[src/rtl/grapheme_pxl_gw_param.sv]
// ---------------------------------------------------------------------------
// grapheme_pxl_gw_param
//   Pixel gateway: turns READ_PXL / WRITE_PXL jobs addressed by (x, y) into
//   single-word memory requests at address y*H_RES + x, and returns read
//   pixels as tagged responses {dst=job_src, src=NODE_ID, id=job_id, pxl}.
//
//   Optional feature macro: GRAPHEME_PXL_GW_BOUNDS_CHK_EN
//     defined   : jobs with x >= H_RES or y >= V_RES are swallowed (accepted,
//                 no memory access, no response, no credit) and set oob_err.
//     undefined : no range check, oob_err is tied low.
//
// Ports
//   clk, rst                 single clock, synchronous active-high reset
//   job_*                    valid/ready job channel (rd=1 read, rd=0 write)
//   mem_*                    one outstanding request, held while mem_wait=1;
//                            read data comes back in order on mem_rd_valid
//   rsp_*                    valid/ready response channel for reads
//   clear_flags              clears the sticky oob_err / rd_ovrflw flags
//   oob_err, rd_ovrflw       sticky error flags
//   rd_used                  read credits in use (accepted, not yet responded)
// ---------------------------------------------------------------------------

// Small first-word-fall-through FIFO. Storage is not reset; only the
// pointers and occupancy are, which is enough to make it empty.
module grapheme_pxl_gw_fifo #(
  parameter int DEPTH = 8,
  parameter int W     = 8
) (
  input  logic                   clk,
  input  logic                   rst,
  input  logic                   push,
  input  logic [W-1:0]           wdata,
  input  logic                   pop,
  output logic [W-1:0]           rdata,
  output logic                   empty,
  output logic                   full,
  output logic [$clog2(DEPTH):0] count
);
  localparam int PW = $clog2(DEPTH);

  logic [DEPTH-1:0][W-1:0] mem;
  logic [PW-1:0]           wr_ptr, rd_ptr;
  logic                    do_push, do_pop;

  assign empty   = (count == '0);
  assign full    = (count == (PW+1)'(DEPTH));
  assign do_push = push & ~full;
  assign do_pop  = pop & ~empty;
  assign rdata   = mem[rd_ptr];

  always_ff @(posedge clk) begin
    if (do_push) mem[wr_ptr] <= wdata;
  end

  always_ff @(posedge clk) begin
    if (rst) begin
      wr_ptr <= '0;
      rd_ptr <= '0;
      count  <= '0;
    end else begin
      if (do_push) wr_ptr <= wr_ptr + PW'(1);
      if (do_pop)  rd_ptr <= rd_ptr + PW'(1);
      count <= count + {{PW{1'b0}}, do_push} - {{PW{1'b0}}, do_pop};
    end
  end
endmodule

module grapheme_pxl_gw_param #(
  parameter int H_RES      = 1280,
  parameter int V_RES      = 720,
  parameter int MEM_ADDR_W = 20,
  parameter int MEM_DATA_W = 32,
  parameter int PXL_W      = 24,
  parameter int NODE_ID    = 0,
  parameter int RD_DEPTH   = 8,
  parameter int ID_W       = 8,
  localparam int X_W   = (H_RES > 1) ? $clog2(H_RES) : 1,
  localparam int Y_W   = (V_RES > 1) ? $clog2(V_RES) : 1,
  localparam int CNT_W = $clog2(RD_DEPTH) + 1
) (
  input  logic                  clk,
  input  logic                  rst,
  // job channel
  input  logic                  job_valid,
  output logic                  job_ready,
  input  logic                  job_rd,
  input  logic [ID_W-1:0]       job_src,
  input  logic [ID_W-1:0]       job_id,
  input  logic [X_W-1:0]        job_x,
  input  logic [Y_W-1:0]        job_y,
  input  logic [PXL_W-1:0]      job_pxl,
  // memory
  input  logic                  mem_wait,
  output logic                  mem_wren,
  output logic                  mem_rden,
  output logic [MEM_ADDR_W-1:0] mem_addr,
  output logic [MEM_DATA_W-1:0] mem_wdata,
  input  logic                  mem_rd_valid,
  input  logic [MEM_DATA_W-1:0] mem_rdata,
  // response channel
  output logic                  rsp_valid,
  input  logic                  rsp_ready,
  output logic [ID_W-1:0]       rsp_dst,
  output logic [ID_W-1:0]       rsp_src,
  output logic [ID_W-1:0]       rsp_id,
  output logic [PXL_W-1:0]      rsp_pxl,
  // status
  input  logic                  clear_flags,
  output logic                  oob_err,
  output logic                  rd_ovrflw,
  output logic [CNT_W-1:0]      rd_used
);
  // Wide enough for y*H_RES + x even when H_RES is a power of two.
  localparam int FULL_W = X_W + Y_W + 2;

  logic              req_pend;
  logic              accept;
  logic              oob;
  logic              issue;
  logic [FULL_W-1:0] addr_full;

  logic              hdr_push, hdr_empty, hdr_full;
  logic [2*ID_W-1:0] hdr_rdata;
  logic [CNT_W-1:0]  hdr_cnt;

  logic              dat_push, dat_empty, dat_full;
  logic [PXL_W-1:0]  dat_rdata;
  logic [CNT_W-1:0]  dat_cnt;

  logic              rsp_pop;
  logic              ovrflw_set;
  logic              unused_ok;

  // ------------------------------------------------------------------ job in
  // A pending request may be replaced in the same cycle it completes, so the
  // memory port can take one request per cycle when mem_wait stays low.
  // Every header in the FIFO holds one credit, so the header count is
  // exactly the number of credits in use.
  assign req_pend  = mem_wren | mem_rden;
  assign rd_used   = hdr_cnt;
  assign job_ready = ~rst & (~req_pend | ~mem_wait) & (rd_used < CNT_W'(RD_DEPTH));
  assign accept    = job_valid & job_ready;

  assign addr_full = FULL_W'(job_y) * FULL_W'(H_RES) + FULL_W'(job_x);

`ifdef GRAPHEME_PXL_GW_BOUNDS_CHK_EN
  assign oob = (32'(job_x) >= 32'(H_RES)) | (32'(job_y) >= 32'(V_RES));
`else
  assign oob = 1'b0;
`endif

  assign issue = accept & ~oob;

  // ------------------------------------------------------------ memory port
  // Address/data are only reloaded on a new issue, so they hold through any
  // stall; the strobes drop once the request completes with mem_wait low.
  always_ff @(posedge clk) begin
    if (rst) begin
      mem_wren  <= 1'b0;
      mem_rden  <= 1'b0;
      mem_addr  <= '0;
      mem_wdata <= '0;
    end else if (issue) begin
      mem_wren  <= ~job_rd;
      mem_rden  <= job_rd;
      mem_addr  <= MEM_ADDR_W'(addr_full);
      mem_wdata <= MEM_DATA_W'(job_pxl);
    end else if (~mem_wait) begin
      mem_wren  <= 1'b0;
      mem_rden  <= 1'b0;
    end
  end

  // ------------------------------------------------------- read bookkeeping
  // The header is pushed at accept time, ahead of the data, so returned data
  // is accepted only while some header still lacks its data word.
  assign hdr_push   = issue & job_rd;
  assign dat_push   = mem_rd_valid & ~dat_full & (dat_cnt < hdr_cnt);
  assign ovrflw_set = mem_rd_valid & ~dat_push;

  assign rsp_valid  = ~hdr_empty & ~dat_empty;
  assign rsp_pop    = rsp_valid & rsp_ready;

  grapheme_pxl_gw_fifo #(.DEPTH(RD_DEPTH), .W(2*ID_W)) u_hdr_fifo (
    .clk   (clk),
    .rst   (rst),
    .push  (hdr_push),
    .wdata ({job_src, job_id}),
    .pop   (rsp_pop),
    .rdata (hdr_rdata),
    .empty (hdr_empty),
    .full  (hdr_full),
    .count (hdr_cnt)
  );

  grapheme_pxl_gw_fifo #(.DEPTH(RD_DEPTH), .W(PXL_W)) u_dat_fifo (
    .clk   (clk),
    .rst   (rst),
    .push  (dat_push),
    .wdata (mem_rdata[PXL_W-1:0]),
    .pop   (rsp_pop),
    .rdata (dat_rdata),
    .empty (dat_empty),
    .full  (dat_full),
    .count (dat_cnt)
  );

  assign rsp_dst = hdr_rdata[2*ID_W-1:ID_W];
  assign rsp_id  = hdr_rdata[ID_W-1:0];
  assign rsp_src = ID_W'(NODE_ID);
  assign rsp_pxl = dat_rdata;

  // Upper memory data bits carry no pixel information; header FIFO can never
  // be full on a push because credits are checked first.
  assign unused_ok = ^{mem_rdata, hdr_full};

  // ----------------------------------------------------------- sticky flags
  // A set in the same cycle as clear_flags wins.
  always_ff @(posedge clk) begin
    if (rst)              rd_ovrflw <= 1'b0;
    else if (ovrflw_set)  rd_ovrflw <= 1'b1;
    else if (clear_flags) rd_ovrflw <= 1'b0;
  end

`ifdef GRAPHEME_PXL_GW_BOUNDS_CHK_EN
  always_ff @(posedge clk) begin
    if (rst)                   oob_err <= 1'b0;
    else if (accept & oob)     oob_err <= 1'b1;
    else if (clear_flags)      oob_err <= 1'b0;
  end
`else
  assign oob_err = 1'b0;
`endif

endmodule

[config.mk]
export PLATFORM = sky130hd
export DESIGN_NAME = grapheme_pxl_gw_param
export DESIGN_NICKNAME = d
export VERILOG_FILES = /design/src/rtl/grapheme_pxl_gw_param.sv
export SDC_FILE = /design/constraint.sdc
export NUM_CORES = 1
export LEC_CHECK = 0
export CORE_UTILIZATION = 50
export DETAILED_ROUTE_END_ITERATION = 8
export PLACE_DENSITY = 0.8
export REMOVE_ABC_BUFFERS = 1
export SLEW_MARGIN = 20
export SYNTH_ARGS = -nofsm -noshare
export SYNTH_HDL_FRONTEND = slang
export SYNTH_HIERARCHICAL = 1
export SYNTH_SLANG_ARGS = --single-unit
[constraint.sdc]
create_clock -name clk -period 8.65 [get_ports clk]
set_input_delay 1.2975 -clock clk [delete_from_list [all_inputs] [get_ports clk]]
set_output_delay 1.2975 -clock clk [all_outputs]
set_load 0.005 [all_outputs]
---- After elaboration in Yosys (flattened, before gate mapping) ----
Cells that the tools add are included.
word-level totals
  output and inout port bits .............. 110
  register bits after elaboration ......... 387
  input port bits ......................... 101
  word-level logic and storage cells ...... 92
cells by class
  multiply operators ...................... 1
  bitwise operators ....................... 24
  reductions and logical operators ........ 5
  eq/ne operators ......................... 3
  muxes and demuxes ....................... 15
  add/subtract/negate cells ............... 9
  magnitude comparators ................... 8
operators with widths
  operator                                                    count
  bitwise mux 192 bit                                         1
  bitwise mux 128 bit                                         1
  binary-select mux 24 bit (select 3 bit)                     1
  demux 24 bit (select 3 bit)                                 1
  binary-select mux 16 bit (select 3 bit)                     1
  demux 16 bit (select 3 bit)                                 1
  two-way mux 24 bit                                          2
  two-way mux 16 bit                                          2
  adder 20 x 11 -> 20 bit                                     1
  less-than comparator 3 x 4 -> 1 bit, second input constant  4
  bitwise AND 1 bit                                           13
  adder 3 x 1 -> 3 bit, second input constant                 4
  multiplier 10 x 3 -> 12 bit, second input constant          1
  NOT 1 bit                                                   9
  adder 4 x 1 -> 4 bit                                        2
  equality test 4 bit, second input constant                  2
  zero test 4 bit                                             2
  subtractor 4 x 1 -> 4 bit                                   2
  >= comparator 3 x 1 -> 1 bit, second input constant         2
  two-way mux 1 bit                                           5
  less-than comparator 4 bit                                  1
  less-than comparator 4 bit, second input constant           1
  logical AND 1 bit                                           2
  inequality test 2 x 1 -> 1 bit, second input constant       1
  other kinds (2)                                             3

---- Longest topological paths before layout ----
Gate-level depths: netlist (run 1).
  word-level depth ........................ 10
  gate-level depth with buffers ........... 13

---- Modules after synthesis ----
Netlist (run 1), hierarchy kept.
by module, submodules not included
  module                              sequential area each (um^2)  instances  cells each  area each (um^2)
  grapheme_pxl_gw_fifo at u_dat_fifo  5,965.7                      1          351         7,995.2
  grapheme_pxl_gw_fifo at u_hdr_fifo  4,043.9                      1          260         5,540.3
  grapheme_pxl_gw_param               940.9                        1          320         2,646.3

---- Least setup slack after synthesis (run 1) ----
OpenSTA, ideal clock, no wires.
  path type ............................... in2reg
  from .................................... in mem_rd_valid
  to ...................................... reg u_dat_fifo/mem[0] in the netlist's numbering (enable)
  path buffers ............................ 0
  data required time ...................... 8.215 ns
  cell stages on the path ................. 4
  arrival ................................. 3.657 ns
  slack ................................... 4.558 ns
  cells stage by stage .................... and3_1 inv_1 or3_1 nor3_1
on the way
  longest elaborated chain between the ends .. 3
ends and longest elaborated chain
  element                          RTL line  RTL
  start: declaration               98        input logic mem_rd_valid,
  bitwise AND 1 bit (2 in series)  178       assign dat_push = mem_rd_valid & ~dat_full & (dat_cnt < hdr_cnt);
  bitwise AND 1 bit                47        assign do_push = push & ~full;
  end signal: indexed assignment   52        if (do_push) mem[wr_ptr] <= wdata;
  end: declaration                 41        logic [DEPTH-1:0][W-1:0] mem;
No other way between the ends.
A chain may end at the register's enable or synchronous reset.

---- Final worst setup path (run 1) ----
  from .................................... reg u_hdr_fifo.rd_ptr[0]
  to ...................................... out rsp_dst[0]
on the way
  longest elaborated chain between the ends .. 2
ends and longest elaborated chain
  element                                   RTL line  RTL
  start: declaration                        42        logic [PW-1:0] wr_ptr, rd_ptr;
  start signal: assignment                  62        if (do_pop) rd_ptr <= rd_ptr + PW'(1);
  binary-select mux 16 bit (select 3 bit)   49        assign rdata = mem[rd_ptr];
  two-way mux 16 bit (implied by the code)  49
  end: declaration                          103       output logic [ID_W-1:0] rsp_dst,
No other way between the ends. The select of a mux whose other input is x is not followed.

==> results.md, run 1 <==
* Top cells by count, synth: 320 x edfxtp_1, 81 x nand2_1, 75 x mux4_1, 67 x dfxtp_1, 57 x a21oi_1
* Dominant synthesized flop cell: edfxtp_1
* Seq/Total Area, Yosys at 67.67%
* Dpl hpwl at 18,830 um
* Chip width at 181.9 um
* Synth Cell Area at 16,180 um^2
* # fillers at 2,214
* Startpoint Class: flop
* Hold Path Class: reg2reg
* Via count at 8,712
* FF-to-FF Start: u_hdr_fifo/count[1]
* Site Rows at 65
* Sequential cell area at 10,960 um^2
* Cell Pwr Density at 229.0 nW/um^2
* Clock root buffer: clkbuf_16
* # setup viols final at 0
* CTS Buffer Depth at 3
* Routability congestion estimate at 0.8095
* Leakage power at 6.598 nW
* Avg Inst Size Synth at 17.38 um^2
* Hold violation count in the final report at 0
* Minimum clock period at 4.328 ns
* CP Max Fanout at 35
* Core Area at 31,720 um^2
* Final Non-Filler Cells at 1,569
* Count leader, synth: edfxtp_1
* HP Start: mem_wdata[7]
* Overflow after GRT at 0
* Final period util at 50.03%
* Clk Latency, worst-skew pair at 0.52 ns
* Post-Syn Instances at 931
* Leading area contributor after synthesis: edfxtp_1
* First DRT Iteration DRCs at 437
* Fraction of registers with async set/reset at 0%
* Fin Setup TNS at 0 ns
* Buf/Inv on CP at 1
* Vias/cell at 5.553
* Critical Path RT at 7.35 ns
* Port buffer count at 185
* CTS Hold Bufs at 0
* WHS Endpoint: mem_wdata[7]
* Number of synthesized flops with an enable pin at 320
* FF-to-FF path depth at 10
* H-tree depth at 2
* Initial Util at 51.02%
* CTS Buf Count at 40
* Nets@finish at 1,278
* Chip height at 181.9 um
* Fin Clk Skew at 0.01057 ns
* Worst Tran Pin Value at 1.078 ns
* Crit-path slowest cell: dfxtp_2
* Layout cells sized above 1 at 13.45%
* First-pass GRT wire length at 49,240 um
* Drt wl/cell at 20.03 um
* DRC at 0
* Library cells used by synthesis at 59
* Setup Buffers After CTS at 0
* Dominant cells by area after synthesis: edfxtp_1 59%, mux4_1 12%, dfxtp_1 8.3%, ha_1 2.9%, mux2_2 2.9%
* Post-synth top area share at 59.38%
* Synth warn at 6
* Rel. slew slack at 28.13%
* Cell family with most CP delay: flip-flops
* Largest net degree at the start of global routing at 73
* Cell Chain, Critical Path: mux4_1 -> mux2_2 -> clkdlybuf4s50_1
* CP peak stage delay at 1.04 ns
* Vias in the first global route at 8,939
* Final wirelength at 31,430 um
* Io pins at 211
* Dpl cells at 1,495
* Hold Path Cell Cnt at 2
* Crit path DAT at 3.03 ns
* Initial antenna violation count at 2
* Synthesized flop and latch total at 387
* RSZ-0062 raised after global routing: false
* N_diodes at 0
* Crit. End Element: output pin
* Max cap viols at 0
* Layout area overhead at 21.43%
* Reg-to-reg endpoint: u_dat_fifo/mem[4]
* Clock transition at path regs at 0.06 ns
* GRT Total Usage at 19.31%
* Max Transition Viols Final at 0
* First-pass iteration count of the detailed router at 4
* Clock sink count at 387
* Peak supply drop at 0.2102 mV
* Final ANT Viol Nets at 0
* Area of the die at 33,090 um^2
* Outcome: completed
* Achievable Freq at 0.2311 GHz
* Crit Path Class: reg2out
* CTS resizes at 0
* CTS tree: yes
* Area of the multi-input gates at 4858 um^2
* Reg2reg setup slack at 5.70 ns
==> logic make-up (layout without fill, tap and decap cells) <==
logic type      count (synthesis)  count (layout)  share of synthesized area (%)
compound gates                103             103                          3.990
xor+xnor                       14              14                         0.8505
fa+ha+maj                      42              42                          3.433
buf+inv                        82             302                          2.969
flops                         387             387                          67.67
mux                           124             124                          15.92
other cells                     1              17                        0.02317
simple gates                  178             178                          5.142
==> routing by layer <==
metal  vias to the layer above  GRT usage (%)  share of wire (%)
met3                        44          4.894                6.8
li1                       4057              -                  -
met1                      4355          24.69                 42
met4                         2          4.739                1.7
met2                       254          33.08                 49
met5                         -              0              0.041
==> cell type report <==
cell class | instances | share of cell area (%)
tap | 402 | 2.560
multi-input combinational | 478 | 24.72
timing repair buffer | 205 | 10.16
inverter | 23 | 0.4394
clock buffer | 53 | 5.559
clock inverter | 21 | 0.8023
sequential | 387 | 55.75
==> power breakdown <==
group	internal (mW)	switching [mW]	leakage, nW
registers	2.13	0.0415	3.43
logic	0.382	0.317	2.57
clock network	0.930	0.696	0.598
total	3.45	1.05	6.60
==> through the flow <==
step | util, % | cell area [um^2] | hold WS (ns) | setup slack (ns) | total power, mW
6_report | 61.95 | 19650 | 0.4538 | 4.322 | 4.499
5_1_grt | 61.95 | 19650 | 0.4698 | 4.229 | 4.693
4_1_cts | 61.95 | 19650 | 0.4541 | 4.292 | 4.550
3_5_place_dp | 58.01 | 18400 | 0.4457 | 4.225 | 2.913
3_3_place_gp | 58.01 | 18400 | 0.4404 | 4.288 | 2.891
2_1_floorplan | - | 15850 | 0.4422 | 4.558 | 2.559
==> worst reg2reg max path, delay by kind of cell (launching register included) <==
family / cells / cell delay (ns)
AND/OR/NAND/NOR: 4 / 0.96
buffers and inverters: 3 / 0.56
flip-flops: 1 / 0.48
AO/OA/AOI/OAI: 2 / 0.30
adder cells (fa/ha/maj): 1 / 0.29
==> placed cells by master (no fill, tap or decap), types with 28 or more instances in the layout <==
cell type        count
ha_1                38
dfxtp_1             63
mux4_1              75
nand2_1             81
nor2_1              28
clkdlybuf4s50_1    184
edfxtp_1           320
mux2_2              42
clkbuf_16           42
a21oi_1             57
==> worst max path at each step <==
stage,start,to,slack (ns),depth (start not counted)
6_report,u_hdr_fifo/rd_ptr[0],rsp_dst[0],4.32,3
5_1_grt,u_hdr_fifo/rd_ptr[0],rsp_dst[1],4.23,3
4_1_cts,u_hdr_fifo/rd_ptr[0],rsp_dst[0],4.29,3
3_5_place_dp,job_y[1],mem_addr[19],4.22,10
3_3_place_gp,job_y[1],mem_addr[19],4.29,10
2_1_floorplan,mem_rd_valid,u_dat_fifo/mem[0],4.56,4
==> state kept, by name (all words and copies together) (netlist names), 3 cells and up <==
register,cells
u_dat_fifo/rd_ptr,3
u_dat_fifo/wr_ptr,3
u_dat_fifo/count,4
u_hdr_fifo/wr_ptr,3
mem_addr,20
u_dat_fifo/mem,192
mem_wdata,24
u_hdr_fifo/count,4
u_hdr_fifo/mem,128
u_hdr_fifo/rd_ptr,3
(Power assumes the default switching activity.)
==> run 2, diff against run 1 <==
- clock period: 8.65 -> 4.4 ns (I/O delays scaled with it)
==> run 2 against run 1 <==
Against the previous run:
- sequential share of layout area hardly changed
- final area hardly changed
- register-to-register slack worse by 4.3 ns
- critical endpoint is now rsp_id[6]
- largest cell class unchanged
==> results.md, run 2 (synthesized netlist as in run 1, its figures left out) <==
* Peak supply drop at 0.2603 mV (+24%)
* M3 GR Usage at 4.713% (-0.18 points)
* First-pass GRT wire length at 49,420 um (+0.36%)
* Crit path DAT at 2.99 ns (-0.04 ns)
* Initial Util at 51.02% (unchanged)
* Max FFs per register at 192 (unchanged)
* Routing usage on met1 at 25.44% (+0.75 points)
* Sequential cell area at 10,960 um^2 (unchanged)
* Most flops, register: u_dat_fifo/mem
* Placed cell area at 18,420 um^2 (about the same)
* Worst Hold Margin at 0.4274 ns (-0.02643 ns)
* Via count at 8,678 (-0.39%)
* CTS tree: yes
* Nets@finish at 1,279 (+0.078%)
* Minimum clock period at 3.645 ns
* CP Max Fanout at 35 (unchanged)
* Layout cells sized above 1 at 13.54% (+0.086 points)
* Hold violation count in the final report at 0 (unchanged)
* Layout area overhead at 21.49% (about the same)
* # fillers at 2,245 (+1.4%)
* Crit-path slowest cell: dfxtp_2
* Final Util at 61.98% (about the same)
* Max cap viols at 0 (unchanged)
* CTS Buf Count at 39 (-2.5%)
* Worst Tran Pin Value at 1.063 ns (-0.01514 ns)
* Chip width at 181.9 um (unchanged)
* Cell family with most CP delay: flip-flops
* Clock transition at path regs at 0.06 ns (about the same)
* Drt wl/cell at 20.27 um (+1.2%)
* Fin Clk Skew at 0.01937 ns (+0.008805 ns)
* Cell Chain, Critical Path: mux4_1 -> mux2_2 -> clkdlybuf4s50_1
* Site Rows at 65 (unchanged)
* GRT Total Usage at 19.54% (+0.23 points)
* Final wirelength at 31,810 um (+1.2%)
* Crit Path Class: reg2out
* Fin area at 19,660 um^2 (about the same)
* Outcome: completed
* Critical Path RT at 3.74 ns (-3.61 ns)
* First-pass iteration count of the detailed router at 5 (+1)
* Largest net degree at the start of global routing at 72 (-1.4%)
* Leakage power at 6.628 nW (+0.45%)
* Buf/Inv on CP at 1 (unchanged)
* CTS Hold Bufs at 0 (unchanged)
* Final ANT Viol Nets at 0 (unchanged)
* Setup Buffers After CTS at 0 (unchanged)
* Vias/cell at 5.531 (-0.39%)
* Initial antenna violation count at 0 (-2)
* Startpoint Class: flop
* Rel. slew slack at 29.14% (+1.0 points)
* Core Area at 31,720 um^2 (unchanged)
* Port buffer count at 185 (unchanged)
* Clock sink count at 387 (unchanged)
* Crit. End Element: output pin
* Met2 track demand over resource at 33.11% (about the same)
* CP peak stage delay at 1.02 ns (-0.02 ns)
* CTS Buffer Depth at 3 (unchanged)
* Dpl hpwl at 18,780 um (-0.29%)
* Commonest non-fill, non-tap cell in the layout: edfxtp_1
* Fin Setup TNS at 0 ns (unchanged)
* First DRT Iteration DRCs at 473 (+8.2%)
* Placement Setup Slack at 0.6567 ns (-3.568 ns)
* H-tree depth at 2 (unchanged)
* Max Transition Viols Final at 0 (unchanged)
* Cell Pwr Density at 451.0 nW/um^2 (+97%)
* RSZ-0062 raised after global routing: false
* # setup viols final at 0 (unchanged)
* Area of the die at 33,090 um^2 (unchanged)
* Achievable Freq at 0.2743 GHz
* Vias in the first global route at 8,934 (-0.056%)
* Routability congestion estimate at 0.8266 (+2.1%)
* Clk Latency, worst-skew pair at 0.52 ns (about the same)
* Clock root buffer: clkbuf_16
* Final period util at 82.85%
* DRC at 0 (unchanged)
* Top flop regs: u_dat_fifo/mem: 192 flops, u_hdr_fifo/mem: 128 flops, mem_wdata: 24 flops
* N_diodes at 0 (unchanged)
* Setup WS post-layout at 0.7546 ns (-3.568 ns)
* Io pins at 211 (unchanged)
* CTS resizes at 0 (unchanged)
* Hold Path Class: in2reg
* Chip height at 181.9 um (unchanged)
* Most frequent cells in the layout: 320 x edfxtp_1, 184 x clkdlybuf4s50_1, 81 x nand2_1, 75 x mux4_1, 63 x dfxtp_1
* Area of the multi-input gates at 4846 um^2 (-0.26%)
* Busiest layer in global routing: met2
* Overflow after GRT at 0 (unchanged)
==> run 2: changes by cell type in the layout (fill, tap and decap cells not counted), moves of 2 or more <==
cell / change
clkinv_2: +2
bufinv_16: +2
nor3_2: +2
clkbuf_8: +3
inv_6: -2
clkbuf_16: -3
nor3_4: -2
==> run 2: final cells by class <==
type / count / area share [%]
Clock inverter: 19 / 0.9420
Timing Repair Buffer: 207 / 10.30
Clock buffer: 53 / 5.384
Inverter: 23 / 0.4392
Tap cell: 402 / 2.559
Multi-Input combinational cell: 478 / 24.65
Sequential cell: 387 / 55.73
==> run 2: per-layer routing <==
metal  routed length [um]  vias up  part of all wire (%)
met5                    0        -                     0
met4                  552        0                   1.7
met3                 2229       41                   7.0
met2                15740      263                    49
met1                13290     4324                    42
li1                     -     4050                     -
==> run 2: final timing paths <==
kind	start	to	slack, ns	cells past startpoint
min	rst	rd_ovrflw	0.43	3
min reg2reg	mem_addr[13]	mem_addr[13]	0.45	2
max reg2reg	u_hdr_fifo/count[1]	u_dat_fifo/mem[12]	1.43	10
max	u_hdr_fifo/rd_ptr[0]	rsp_id[6]	0.75	3
==> run 2: stage by stage <==
stage	total power, mW	instances
global placement	5.688	1497
finish	8.866	1569
detailed placement	5.731	1497
floorplan	5.030	888
CTS	8.955	1569
global route	9.238	1569
==> run 2: worst reg2reg max path: stages (launching register included) <==
cell and delay [ns]:
dfxtp_1 0.47, inv_1 0.08, ha_1 0.29, a21oi_1 0.12, nor2b_1 0.05, o21ai_0 0.18
and3_1 0.28, inv_1 0.08, or3_1 0.48, nor3_2 0.15, buf_4 0.41
==> run 2: power breakdown <==
part | leakage (nW) | switching (mW) | internal [mW]
Clock | 0.604 | 1.34 | 1.88
Sequential | 3.43 | 0.0824 | 4.19
Combinational | 2.59 | 0.621 | 0.751
